## src/rtl/frame_fifo_if.sv

```systemverilog
// frame_fifo_if: write stream, read stream and status bundle of frame_fifo.
interface frame_fifo_if #(
    parameter int DATA_WIDTH = 8,
    parameter int ADDR_WIDTH = 8,
    parameter int LEN_WIDTH  = 11,
    parameter int FRAME_AW   = 4
);
    logic                  wr_valid;
    logic [DATA_WIDTH-1:0] wr_data;
    logic                  wr_last;
    logic                  wr_err;
    logic                  rd_valid;
    logic                  rd_ready;
    logic [DATA_WIDTH-1:0] rd_data;
    logic                  rd_last;
    logic [LEN_WIDTH-1:0]  rd_len;
    logic [FRAME_AW:0]     frame_count;
    logic [ADDR_WIDTH:0]   free_words;
    logic                  drop_pulse;
    logic                  drop_ovf;

    modport master (
        output wr_valid, wr_data, wr_last, wr_err, rd_ready,
        input  rd_valid, rd_data, rd_last, rd_len, frame_count, free_words, drop_pulse, drop_ovf
    );

    modport slave (
        input  wr_valid, wr_data, wr_last, wr_err, rd_ready,
        output rd_valid, rd_data, rd_last, rd_len, frame_count, free_words, drop_pulse, drop_ovf
    );
endinterface

```

## src/rtl/frame_fifo.sv

```systemverilog
// frame_fifo: store-and-forward frame FIFO; frames become readable only once
// fully written without error, errored/oversize/non-fitting frames are dropped whole.
module frame_fifo #(
    parameter int DATA_WIDTH = 8,
    parameter int ADDR_WIDTH = 8,
    parameter int LEN_WIDTH  = 11,
    parameter int FRAME_AW   = 4
) (
    input  logic        clk,
    input  logic        rst,
    frame_fifo_if.slave bus
);
    localparam int DEPTH  = 2 ** ADDR_WIDTH;
    localparam int FDEPTH = 2 ** FRAME_AW;

    typedef enum logic [1:0] {IDLE, WRITE, DISCARD} state_e;

    state_e                state_q, state_d;
    logic [DATA_WIDTH-1:0] mem_q [DEPTH];
    logic [LEN_WIDTH-1:0]  desc_q [FDEPTH];
    logic [ADDR_WIDTH:0]   wr_ptr_q, wr_ptr_d, wr_commit_q, wr_commit_d, rd_ptr_q, rd_ptr_d;
    logic [ADDR_WIDTH:0]   used, free_words_q;
    logic [FRAME_AW:0]     dwr_ptr_q, drd_ptr_q, frame_count_q, frame_count_d;
    logic [LEN_WIDTH-1:0]  len_q, len_d, flen_q, flen_d, fcnt_q, fcnt_d, rd_len_q, rd_len_d;
    logic [DATA_WIDTH-1:0] rd_data_q, rd_data_d;
    logic                  rd_valid_q, rd_valid_d, rd_last_q, rd_last_d;
    logic                  drop_q, drop_d, ovf_q, ovf_d;
    logic                  mem_we, push, ram_full, q_full, ovf_drop, err_drop;
    logic                  busy, start, fetch, xfer;

    // Queue fullness counts frames until fully read, so a prefetched head still occupies its slot.
    assign used     = wr_ptr_q - rd_ptr_q;
    assign ram_full = used[ADDR_WIDTH];
    assign q_full   = frame_count_q[FRAME_AW];
    assign ovf_drop = ram_full || ((state_q == IDLE) ? q_full : &len_q);
    assign err_drop = bus.wr_last && bus.wr_err;

    always_comb begin
        state_d     = state_q;
        wr_ptr_d    = wr_ptr_q;
        wr_commit_d = wr_commit_q;
        len_d       = len_q;
        mem_we      = 1'b0;
        push        = 1'b0;
        drop_d      = 1'b0;
        ovf_d       = 1'b0;
        if (bus.wr_valid && state_q != DISCARD) begin
            if (ovf_drop || err_drop) begin
                drop_d   = 1'b1;
                ovf_d    = ovf_drop;
                wr_ptr_d = wr_commit_q;
                state_d  = bus.wr_last ? IDLE : DISCARD;
            end else begin
                mem_we      = 1'b1;
                wr_ptr_d    = wr_ptr_q + 1'b1;
                len_d       = (state_q == IDLE) ? LEN_WIDTH'(1) : len_q + 1'b1;
                push        = bus.wr_last;
                wr_commit_d = bus.wr_last ? wr_ptr_d : wr_commit_q;
                state_d     = bus.wr_last ? IDLE : WRITE;
            end
        end else if (bus.wr_valid && bus.wr_last) begin
            state_d = IDLE;
        end
    end

    // Fetch side refills the output register; it moves to the next committed frame with no bubble.
    assign busy  = fcnt_q != flen_q;
    assign start = !busy && (dwr_ptr_q != drd_ptr_q);
    assign fetch = (!rd_valid_q || bus.rd_ready) && (busy || start);
    assign xfer  = rd_valid_q && bus.rd_ready;

    always_comb begin
        flen_d        = (fetch && start) ? desc_q[drd_ptr_q[FRAME_AW-1:0]] : flen_q;
        fcnt_d        = fetch ? (start ? LEN_WIDTH'(1) : fcnt_q + 1'b1) : fcnt_q;
        rd_ptr_d      = rd_ptr_q + (ADDR_WIDTH+1)'(fetch);
        rd_valid_d    = fetch || (rd_valid_q && !bus.rd_ready);
        rd_data_d     = fetch ? mem_q[rd_ptr_q[ADDR_WIDTH-1:0]] : rd_data_q;
        rd_last_d     = fetch ? (fcnt_d == flen_d) : rd_last_q;
        rd_len_d      = fetch ? flen_d : rd_len_q;
        frame_count_d = frame_count_q + (FRAME_AW+1)'(push) - (FRAME_AW+1)'(xfer && rd_last_q);
    end

    always_ff @(posedge clk) begin
        if (rst) begin
            state_q       <= IDLE;
            wr_ptr_q      <= '0;
            wr_commit_q   <= '0;
            rd_ptr_q      <= '0;
            dwr_ptr_q     <= '0;
            drd_ptr_q     <= '0;
            len_q         <= '0;
            flen_q        <= '0;
            fcnt_q        <= '0;
            rd_valid_q    <= 1'b0;
            rd_data_q     <= '0;
            rd_last_q     <= 1'b0;
            rd_len_q      <= '0;
            frame_count_q <= '0;
            free_words_q  <= (ADDR_WIDTH+1)'(DEPTH);
            drop_q        <= 1'b0;
            ovf_q         <= 1'b0;
        end else begin
            state_q       <= state_d;
            wr_ptr_q      <= wr_ptr_d;
            wr_commit_q   <= wr_commit_d;
            rd_ptr_q      <= rd_ptr_d;
            dwr_ptr_q     <= dwr_ptr_q + (FRAME_AW+1)'(push);
            drd_ptr_q     <= drd_ptr_q + (FRAME_AW+1)'(fetch && start);
            len_q         <= len_d;
            flen_q        <= flen_d;
            fcnt_q        <= fcnt_d;
            rd_valid_q    <= rd_valid_d;
            rd_data_q     <= rd_data_d;
            rd_last_q     <= rd_last_d;
            rd_len_q      <= rd_len_d;
            frame_count_q <= frame_count_d;
            free_words_q  <= (ADDR_WIDTH+1)'(DEPTH) - (wr_ptr_d - rd_ptr_d);
            drop_q        <= drop_d;
            ovf_q         <= ovf_d;
        end
    end

    always_ff @(posedge clk) begin
        if (mem_we) mem_q[wr_ptr_q[ADDR_WIDTH-1:0]] <= bus.wr_data;
        if (push) desc_q[dwr_ptr_q[FRAME_AW-1:0]] <= len_d;
    end

    assign bus.rd_valid    = rd_valid_q;
    assign bus.rd_data     = rd_data_q;
    assign bus.rd_last     = rd_last_q;
    assign bus.rd_len      = rd_len_q;
    assign bus.frame_count = frame_count_q;
    assign bus.free_words  = free_words_q;
    assign bus.drop_pulse  = drop_q;
    assign bus.drop_ovf    = ovf_q;
endmodule

```

## src/flat_wrapper.sv

```systemverilog
// flat-port wrapper written by rule: the top's interface ports become plain ports
module frame_fifo_flat 
#(
    parameter int DATA_WIDTH = 8,
    parameter int ADDR_WIDTH = 8,
    parameter int LEN_WIDTH  = 11,
    parameter int FRAME_AW   = 4
)
  (clk, rst, bus_wr_valid, bus_wr_data, bus_wr_last, bus_wr_err, bus_rd_ready, bus_rd_valid, bus_rd_data, bus_rd_last, bus_rd_len, bus_frame_count, bus_free_words, bus_drop_pulse, bus_drop_ovf);
  frame_fifo_if #(.DATA_WIDTH(DATA_WIDTH), .ADDR_WIDTH(ADDR_WIDTH), .LEN_WIDTH(LEN_WIDTH), .FRAME_AW(FRAME_AW)) bus_i ();
  input  logic clk;
  input  logic rst;
  input wire logic [$bits(bus_i.wr_valid)-1:0] bus_wr_valid;
  input wire logic [$bits(bus_i.wr_data)-1:0] bus_wr_data;
  input wire logic [$bits(bus_i.wr_last)-1:0] bus_wr_last;
  input wire logic [$bits(bus_i.wr_err)-1:0] bus_wr_err;
  input wire logic [$bits(bus_i.rd_ready)-1:0] bus_rd_ready;
  output wire logic [$bits(bus_i.rd_valid)-1:0] bus_rd_valid;
  output wire logic [$bits(bus_i.rd_data)-1:0] bus_rd_data;
  output wire logic [$bits(bus_i.rd_last)-1:0] bus_rd_last;
  output wire logic [$bits(bus_i.rd_len)-1:0] bus_rd_len;
  output wire logic [$bits(bus_i.frame_count)-1:0] bus_frame_count;
  output wire logic [$bits(bus_i.free_words)-1:0] bus_free_words;
  output wire logic [$bits(bus_i.drop_pulse)-1:0] bus_drop_pulse;
  output wire logic [$bits(bus_i.drop_ovf)-1:0] bus_drop_ovf;
  assign bus_i.wr_valid = bus_wr_valid;
  assign bus_i.wr_data = bus_wr_data;
  assign bus_i.wr_last = bus_wr_last;
  assign bus_i.wr_err = bus_wr_err;
  assign bus_i.rd_ready = bus_rd_ready;
  assign bus_rd_valid = bus_i.rd_valid;
  assign bus_rd_data = bus_i.rd_data;
  assign bus_rd_last = bus_i.rd_last;
  assign bus_rd_len = bus_i.rd_len;
  assign bus_frame_count = bus_i.frame_count;
  assign bus_free_words = bus_i.free_words;
  assign bus_drop_pulse = bus_i.drop_pulse;
  assign bus_drop_ovf = bus_i.drop_ovf;
  frame_fifo #(.DATA_WIDTH(DATA_WIDTH), .ADDR_WIDTH(ADDR_WIDTH), .LEN_WIDTH(LEN_WIDTH), .FRAME_AW(FRAME_AW)) u_core (.clk(clk), .rst(rst), .bus(bus_i));
endmodule
```

## config.mk

```make
export PLATFORM = sky130hd
export DESIGN_NAME = frame_fifo_flat
export DESIGN_NICKNAME = d
export VERILOG_FILES = /design/src/rtl/frame_fifo_if.sv /design/src/rtl/frame_fifo.sv /design/src/flat_wrapper.sv
export SDC_FILE = /design/constraint.sdc
export NUM_CORES = 2
export LEC_CHECK = 0
export BUFFER_PORTS_ARGS = -buffer_cell sky130_fd_sc_hd__buf_2
export CORE_MARGIN = 1.5
export CORE_UTILIZATION = 50
export CTS_BUF_LIST = sky130_fd_sc_hd__clkbuf_4
export DETAILED_ROUTE_END_ITERATION = 10
export PLACE_DENSITY = 0.65
export SLEW_MARGIN = 10
export SYNTH_ARGS = -nofsm -noshare
export SYNTH_HDL_FRONTEND = slang
export SYNTH_SLANG_ARGS = --single-unit
```

## constraint.sdc

```tcl
create_clock -name clk -period 8.12 [get_ports clk]
set_clock_uncertainty 0.05 [all_clocks]
set_input_delay 1.624 -clock clk [delete_from_list [all_inputs] [get_ports clk]]
set_output_delay 1.624 -clock clk [all_outputs]
set_load 0.03 [all_outputs]
```

Yosys cells after proc, flatten, opt, wreduce, memory -nomap -nowiden
Memories as Yosys holds them, arrays and structs flattened. A register that Yosys moved wholly into a read port is not among the register bits.
Index checks and enable logic that the tools add are counted.
Widths: inputs -> output; s select.
{"block": "word_totals", "register_bits": 101, "ramBits": 2224, "in_bits": 14, "out_inout_bits": 37, "wordCells": 82, "mem_count": 2}
{"memory": "u_core.mem_q", "depth": 256, "width": 8, "read_ports": 1, "rd_clocked_by_memory_dff": 1, "wr": 1, "line_no": "frame_fifo.sv:19", "text": "logic [DATA_WIDTH-1:0] mem_q [DEPTH];"}
{"memory": "u_core.desc_q", "depth": 16, "width": 11, "read_ports": 1, "rd_clocked_by_memory_dff": 1, "wr": 1, "line_no": "frame_fifo.sv:20", "text": "logic [LEN_WIDTH-1:0] desc_q [FDEPTH];"}
{"block": "classes", "add_sub_neg": 11, "eq_ne": 4, "muxes": 24, "bitwise": 2, "n_reduce_logical": 23}
{"operator": "$mux 11", "n": 6}
{"operator": "$add 11x1->11 const B", "n": 2}
{"operator": "$mux 9", "n": 2}
{"operator": "$sub 9x9->9", "n": 2}
{"operator": "$add 5x1->5", "n": 3}
{"operator": "$eq 11x11->1", "n": 1}
{"operator": "$mux 1", "n": 11}
{"operator": "$ne 11x11->1", "n": 1}
{"operator": "$reduce_and 11->1", "n": 1}
{"operator": "$add 9x1->9", "n": 1}
{"operator": "$add 9x1->9 const B", "n": 1}
{"operator": "$logic_and 1x1->1", "n": 9}
{"operator": "$sub 9x9->9 const A", "n": 1}
{"operator": "$mux 2", "n": 4}
{"operator": "$logic_or 1x1->1", "n": 5}
{"operator": "$ne 5x5->1", "n": 1}
{"operator": "$sub 5x1->5", "n": 1}
{"operator": "$mux 4", "n": 1}
{"operator": "$logic_not 1->1", "n": 3}
{"operator": "$reduce_and 3->1", "n": 1}
{"operator": "$reduce_or 3->1", "n": 1}
{"operator": "$logic_not 2->1", "n": 1}
{"operator": "$ne 2x2->1 const B", "n": 1}
{"operator": "$not 1->1", "n": 2}
{"operator": "2 further kinds", "n": 2}

Depth between registers and ports, before layout
{"block": "logic_depth", "depth_word": 8, "mapped_depth": 30, "ltp_nobuf": 23}

Least setup slack after synthesis
OpenSTA, ideal clock, no wires.
{"block": "synth_path", "path_type": "register to register", "from": "reg u_core.rd_ptr_q[2]", "to": "reg u_core.free_words_q[8], in the netlist u_core.bus.free_words[8]", "setup_time_ps": 123, "arrival_ps": 5072, "t_required_ps": 7947, "path_slack_ps": 2875, "path_stages_with_launch": 26, "n_path_buf": 6, "period_less_slack_ps": 5245, "cell_sequence": "dfxtp_1 -> buf_2 -> inv_1 -> buf_2 -> buf_2 -> buf_2 -> clkbuf_1 -> ha_1 -> a21o_1 -> a21oi_1 -> o21ai_1 -> mux2i_1 -> buf_2 -> mux2_2 -> a22oi_1 -> ha_1 -> ha_1 -> a21o_1 -> a21oi_1 -> o21bai_1 -> a21oi_1 -> o21bai_1 -> a21oi_1 -> xor2_1 -> and2_1 -> mux2i_1"}
{"block": "synth_via", "elab_chain_len": 7, "word_cells_on_any_way": 8, "cone_classes": "4 x add/sub; 2 x mux; 2 x reduce/logical"}
{"item": "start: declaration", "line_no": "frame_fifo.sv:21", "text": "logic [ADDR_WIDTH:0] wr_ptr_q, wr_ptr_d, wr_commit_q, wr_commit_d, rd_ptr_q, rd_ptr_d;"}
{"item": "start signal: assignment", "line_no": "frame_fifo.sv:106", "text": "rd_ptr_q <= rd_ptr_d;"}
{"item": "$sub 9x9->9", "line_no": "frame_fifo.sv:32", "text": "assign used = wr_ptr_q - rd_ptr_q;"}
{"item": "$logic_or 1x1->1", "line_no": "frame_fifo.sv:35", "text": "assign ovf_drop = ram_full || ((state_q == IDLE) ? q_full : &len_q);"}
{"item": "$logic_or 1x1->1", "line_no": "frame_fifo.sv:48", "text": "if (ovf_drop || err_drop) begin"}
{"item": "$mux 9", "line_no": "frame_fifo.sv:48"}
{"item": "$mux 9", "line_no": "frame_fifo.sv:47", "text": "if (bus.wr_valid && state_q != DISCARD) begin"}
{"item": "$sub 9x9->9 * (2 in a row)", "line_no": "frame_fifo.sv:117", "text": "free_words_q <= (ADDR_WIDTH+1)'(DEPTH) - (wr_ptr_d - rd_ptr_d);"}
{"item": "end signal: assignment", "line_no": "frame_fifo.sv:99", "text": "free_words_q <= (ADDR_WIDTH+1)'(DEPTH);"}
{"item": "end signal: assignment", "line_no": "frame_fifo.sv:117"}
{"item": "end: declaration", "line_no": "frame_fifo.sv:22", "text": "logic [ADDR_WIDTH:0] used, free_words_q;"}
Every way passes the cells marked *; elsewhere a longest branch is shown, timed or not.
A chain may end at the register's enable or synchronous reset.

Worst setup path after layout
{"block": "layout_path", "from": "reg u_core.rd_ptr_q[5]", "to": "reg u_core.free_words_q[8], in the netlist u_core.bus.free_words[8]"}
Same word-level chain as after synthesis.

==> run summary <==
The final count of negative-setup-slack endpoints came out at 0. Yosys attributes the largest share of cell area to sky130_fd_sc_hd__edfxtp_1, sky130_fd_sc_hd__mux4_2, sky130_fd_sc_hd__mux2i_1, sky130_fd_sc_hd__dfxtp_1, sky130_fd_sc_hd__nor2_1. The async set-or-reset flop fraction in the synthesized netlist was 0. The detail-routed via count per cell was 6.01. Counting instances in the post-synthesis netlist gives the leading cell types as sky130_fd_sc_hd__edfxtp_1, sky130_fd_sc_hd__mux4_2, sky130_fd_sc_hd__nor2_1. Detailed-routing iteration count for the pre-antenna-repair pass: 5. The peak clock frequency supported by timing was 177 MHz; the via count of the first global-routing pass was 48300. For the number of max-slew violations in the final report, the log shows 0. In the synthesized netlist the dominant register cell turns out to be sky130_fd_sc_hd__edfxtp_1. For the residual antenna-violating net count after detailed routing, the log shows 0. The number of flops mapped to enable cells by yosys came out at 2224. For the core outline area, the log shows 183000 µm². The type of the most critical hold path is reg2reg. The root buffer cell chosen for the clock tree is sky130_fd_sc_hd__clkbuf_4. For this design the top-level I/O count stands at 51. The synthesized netlist cell count was 4635. After filler insertion, the fill cell instance count of the layout stands at 13900. The number of post-CTS setup repair buffers is 0.

Entering global routing, the biggest net connects 192 pins. Data on the critical path is required at its endpoint by 9.30 ns. Synthesis instantiated 66 different standard cells from the library.

The maximum level of the CTS H-tree was 6. In this run, synthesis produced a sequential element count of 2333. The wire length reported by the detailed router is 227000 µm. The run gives 6971 as the cell total after placement. TritonCTS built the clock tree. Setup slack on the critical path of the routed design comes to 2.46 ns. The area share of the largest cell type after synthesis was 0.726. Measured along the x axis, the die boundary spans 432 µm. The sequential-to-total area share from yosys stat was 0.750.

For the pin with the worst max-slew slack, the measured transition is 1.26 ns. Across the run, the number of max-cap violations was 0. The global-route usage over all layers was 0.244; the number of standard cells in the final layout excluding fillers was 7977. Setup repair after global routing left no endpoint under its margin. The most frequent cell after synthesis was sky130_fd_sc_hd__edfxtp_1. STA classifies the critical path startpoint as a flop.

The final route contains 47900 vias. The floorplan step defined a die boundary enclosing 186000 µm². For the worst-skew pair, the clock arrives at the later sink with an insertion delay of 1.35 ns. The ratio of final minimum period to clock period is 0.697.

The flow ran to the end, and the final reports show no timing, DRC or antenna violations. For this run, the number of Yosys warnings is 0. The clock-pin slew of the registers on the worst-case setup and hold paths is 0.07 ns, and the count of buffers inserted at the top-level ports is 50.

The starting DRC count in detailed routing is 5520, and the largest fanout on the critical path is 20. For the leakage power summed over all cells, the log shows 32.4 nW. The congestion estimate from routability-driven global placement came to 0.867. The run gives 0.158 as the worst slew margin relative to its limit. The initial antenna violation count was 12; the layout cell share with drive strength beyond 1 was 0.291. The number of sinks driven by the clock tree was 2333.

In the final routed layout, each cell accounts on average for 28.4 µm. Compared with the post-synthesis result, the final layout area differs by 10.9%. The largest total area in the synthesized netlist belongs to sky130_fd_sc_hd__edfxtp_1.

After detailed routing, the number of remaining DRC violations is 0. TritonCTS created 600 clock buffers. Kind of critical path: reg2reg.

The first global-routing pass estimated 329000 µm of wire. The power per cell area is 289 nW/µm², and the setup TNS after final layout is 0 ns. After global routing the overflow that remains totals 0. The overall die height is 432 µm. Post-CTS resize count: 0.

The pre-CTS setup slack is 2.53 ns, and the data arrival time of the critical path is 6.84 ns. The floorplan has 157 rows. The number of failing hold endpoints at the final stage was 0.

When the netlist entered floorplanning its net count stood at 4690. The worst-case IR drop observed on VDD is 0.210 mV. STA classifies the critical path endpoint as a flop. Hold repair after CTS inserted 0 buffers.

The run gives 0.503 as the initial cell density of the core. The worst path in the final design needs a cycle of 5.66 ns, including I/O delays and setup. For the sum of net half-perimeters after detailed placement, the log shows 130000 µm.

The tools report the maximum buffer depth of the clock tree as 4. The mean cell area of the mapped netlist is 19.8 µm². After synthesis the cells add up to 92000 µm².

After the last flow step, the layout net total stands at 5165.
final timing paths:
check | endpoint | startpoint | slack (ns) | cells after the start
max reg2reg | u_core.bus.free_words[8] | u_core.rd_ptr_q[5] | 2.46 | 21
min reg2reg | u_core.bus.rd_len[0] | u_core.bus.rd_len[0] | 0.41 | 2
min | u_core.bus.rd_len[0] | u_core.bus.rd_len[0] | 0.41 | 2
max | u_core.bus.free_words[8] | u_core.rd_ptr_q[5] | 2.46 | 21
per-layer routing:
layer | up-vias | share of wire | GRT usage
met2 | 2404 | 0.48 | 0.376
met5 | - | 0.000035 | 0
met1 | 24800 | 0.41 | 0.342
li1 | 20400 | - | -
met4 | 2 | 0.032 | 0.0946
met3 | 374 | 0.084 | 0.0546
flip-flops by register name, summed over array words and instances (netlist names), 9 cells and up:
signal / flops
u_core.wr_ptr_q: 9
u_core.fcnt_q: 11
u_core.bus.free_words: 9
u_core.mem_q: 2048
u_core.bus.rd_len: 11
u_core.len_q: 11
u_core.wr_commit_q: 9
u_core.rd_ptr_q: 9
u_core.flen_q: 11
u_core.desc_q: 176
cells in the final DEF, fill, tap and decap left out, types with 29 or more instances in the layout:
cell                       count
sky130_fd_sc_hd__ha_1         39
sky130_fd_sc_hd__nor3_1       56
sky130_fd_sc_hd__mux2i_1     260
sky130_fd_sc_hd__inv_1        29
sky130_fd_sc_hd__clkinv_1    104
sky130_fd_sc_hd__nand2_1     101
sky130_fd_sc_hd__edfxtp_1   2224
sky130_fd_sc_hd__buf_2        42
sky130_fd_sc_hd__a22oi_1      34
sky130_fd_sc_hd__a21oi_1      82
sky130_fd_sc_hd__dfxtp_1     103
sky130_fd_sc_hd__nand3_1      37
sky130_fd_sc_hd__o22ai_1      60
sky130_fd_sc_hd__clkbuf_4    859
sky130_fd_sc_hd__xnor2_1      29
sky130_fd_sc_hd__o221ai_1    112
sky130_fd_sc_hd__nor2_1      384
sky130_fd_sc_hd__xor2_1       32
sky130_fd_sc_hd__mux4_2      516
sky130_fd_sc_hd__buf_4        85
power breakdown:
part           switching [mW]  internal [mW]
clock network            4.59           5.02
logic                    3.66           2.66
registers               0.197           13.3
cell families after synthesis:
logic type               Yosys count  share of synthesized area
multiplexers                     785                      0.156
adder cells (fa/ha/maj)           41                    0.00574
AO/OA/AOI/OAI                    402                     0.0309
XOR/XNOR                          61                    0.00581
buffers and inverters            309                     0.0185
flip-flops                      2333                      0.750
AND/OR/NAND/NOR                  704                     0.0331
stage by stage:
step                utilization  total power, mW  cell area (µm²)  hold slack [ns]
floorplan                     -             18.2            92000            0.392
global placement          0.518             20.1            94800            0.402
detailed placement        0.518             20.1            94800            0.404
CTS                       0.557             29.7           102000            0.413
global route              0.557             30.6           102000            0.465
finish                    0.557             29.5           102000            0.413
cell type report:
| type | count | area [µm²] | area share |
|---|---|---|---|
| clock buffers | 859 | 6450 | 0.0633 |
| inverters | 35 | 139 | 0.00136 |
| well taps | 2464 | 3080 | 0.0302 |
| flip-flops and latches | 2333 | 69000 | 0.677 |
| multi-input cells | 1993 | 21400 | 0.210 |
| clock inverters | 134 | 678 | 0.00665 |
| repair buffers | 147 | 1200 | 0.0118 |
| diodes | 12 | 30.0 | 0.000295 |
worst max-delay path, stage by stage, from the launching register on:
cell and delay (ns):
sky130_fd_sc_hd__dfxtp_1 0.70, sky130_fd_sc_hd__inv_1 0.40, sky130_fd_sc_hd__ha_1 0.42, sky130_fd_sc_hd__a21o_1 0.11, sky130_fd_sc_hd__a21o_1 0.10, sky130_fd_sc_hd__a21oi_1 0.06, sky130_fd_sc_hd__o21ai_1 0.32, sky130_fd_sc_hd__mux2i_4 0.52
sky130_fd_sc_hd__buf_4 0.36, sky130_fd_sc_hd__mux2_2 0.37, sky130_fd_sc_hd__a22oi_1 0.19, sky130_fd_sc_hd__ha_1 0.29, sky130_fd_sc_hd__ha_1 0.27, sky130_fd_sc_hd__a21o_1 0.18, sky130_fd_sc_hd__a21oi_1 0.22, sky130_fd_sc_hd__o21bai_1 0.09
sky130_fd_sc_hd__a21oi_1 0.23, sky130_fd_sc_hd__o21bai_1 0.09, sky130_fd_sc_hd__a21oi_1 0.17, sky130_fd_sc_hd__xor2_1 0.18, sky130_fd_sc_hd__and2_1 0.15, sky130_fd_sc_hd__mux2i_1 0.06
(Power assumes the default switching activity.)
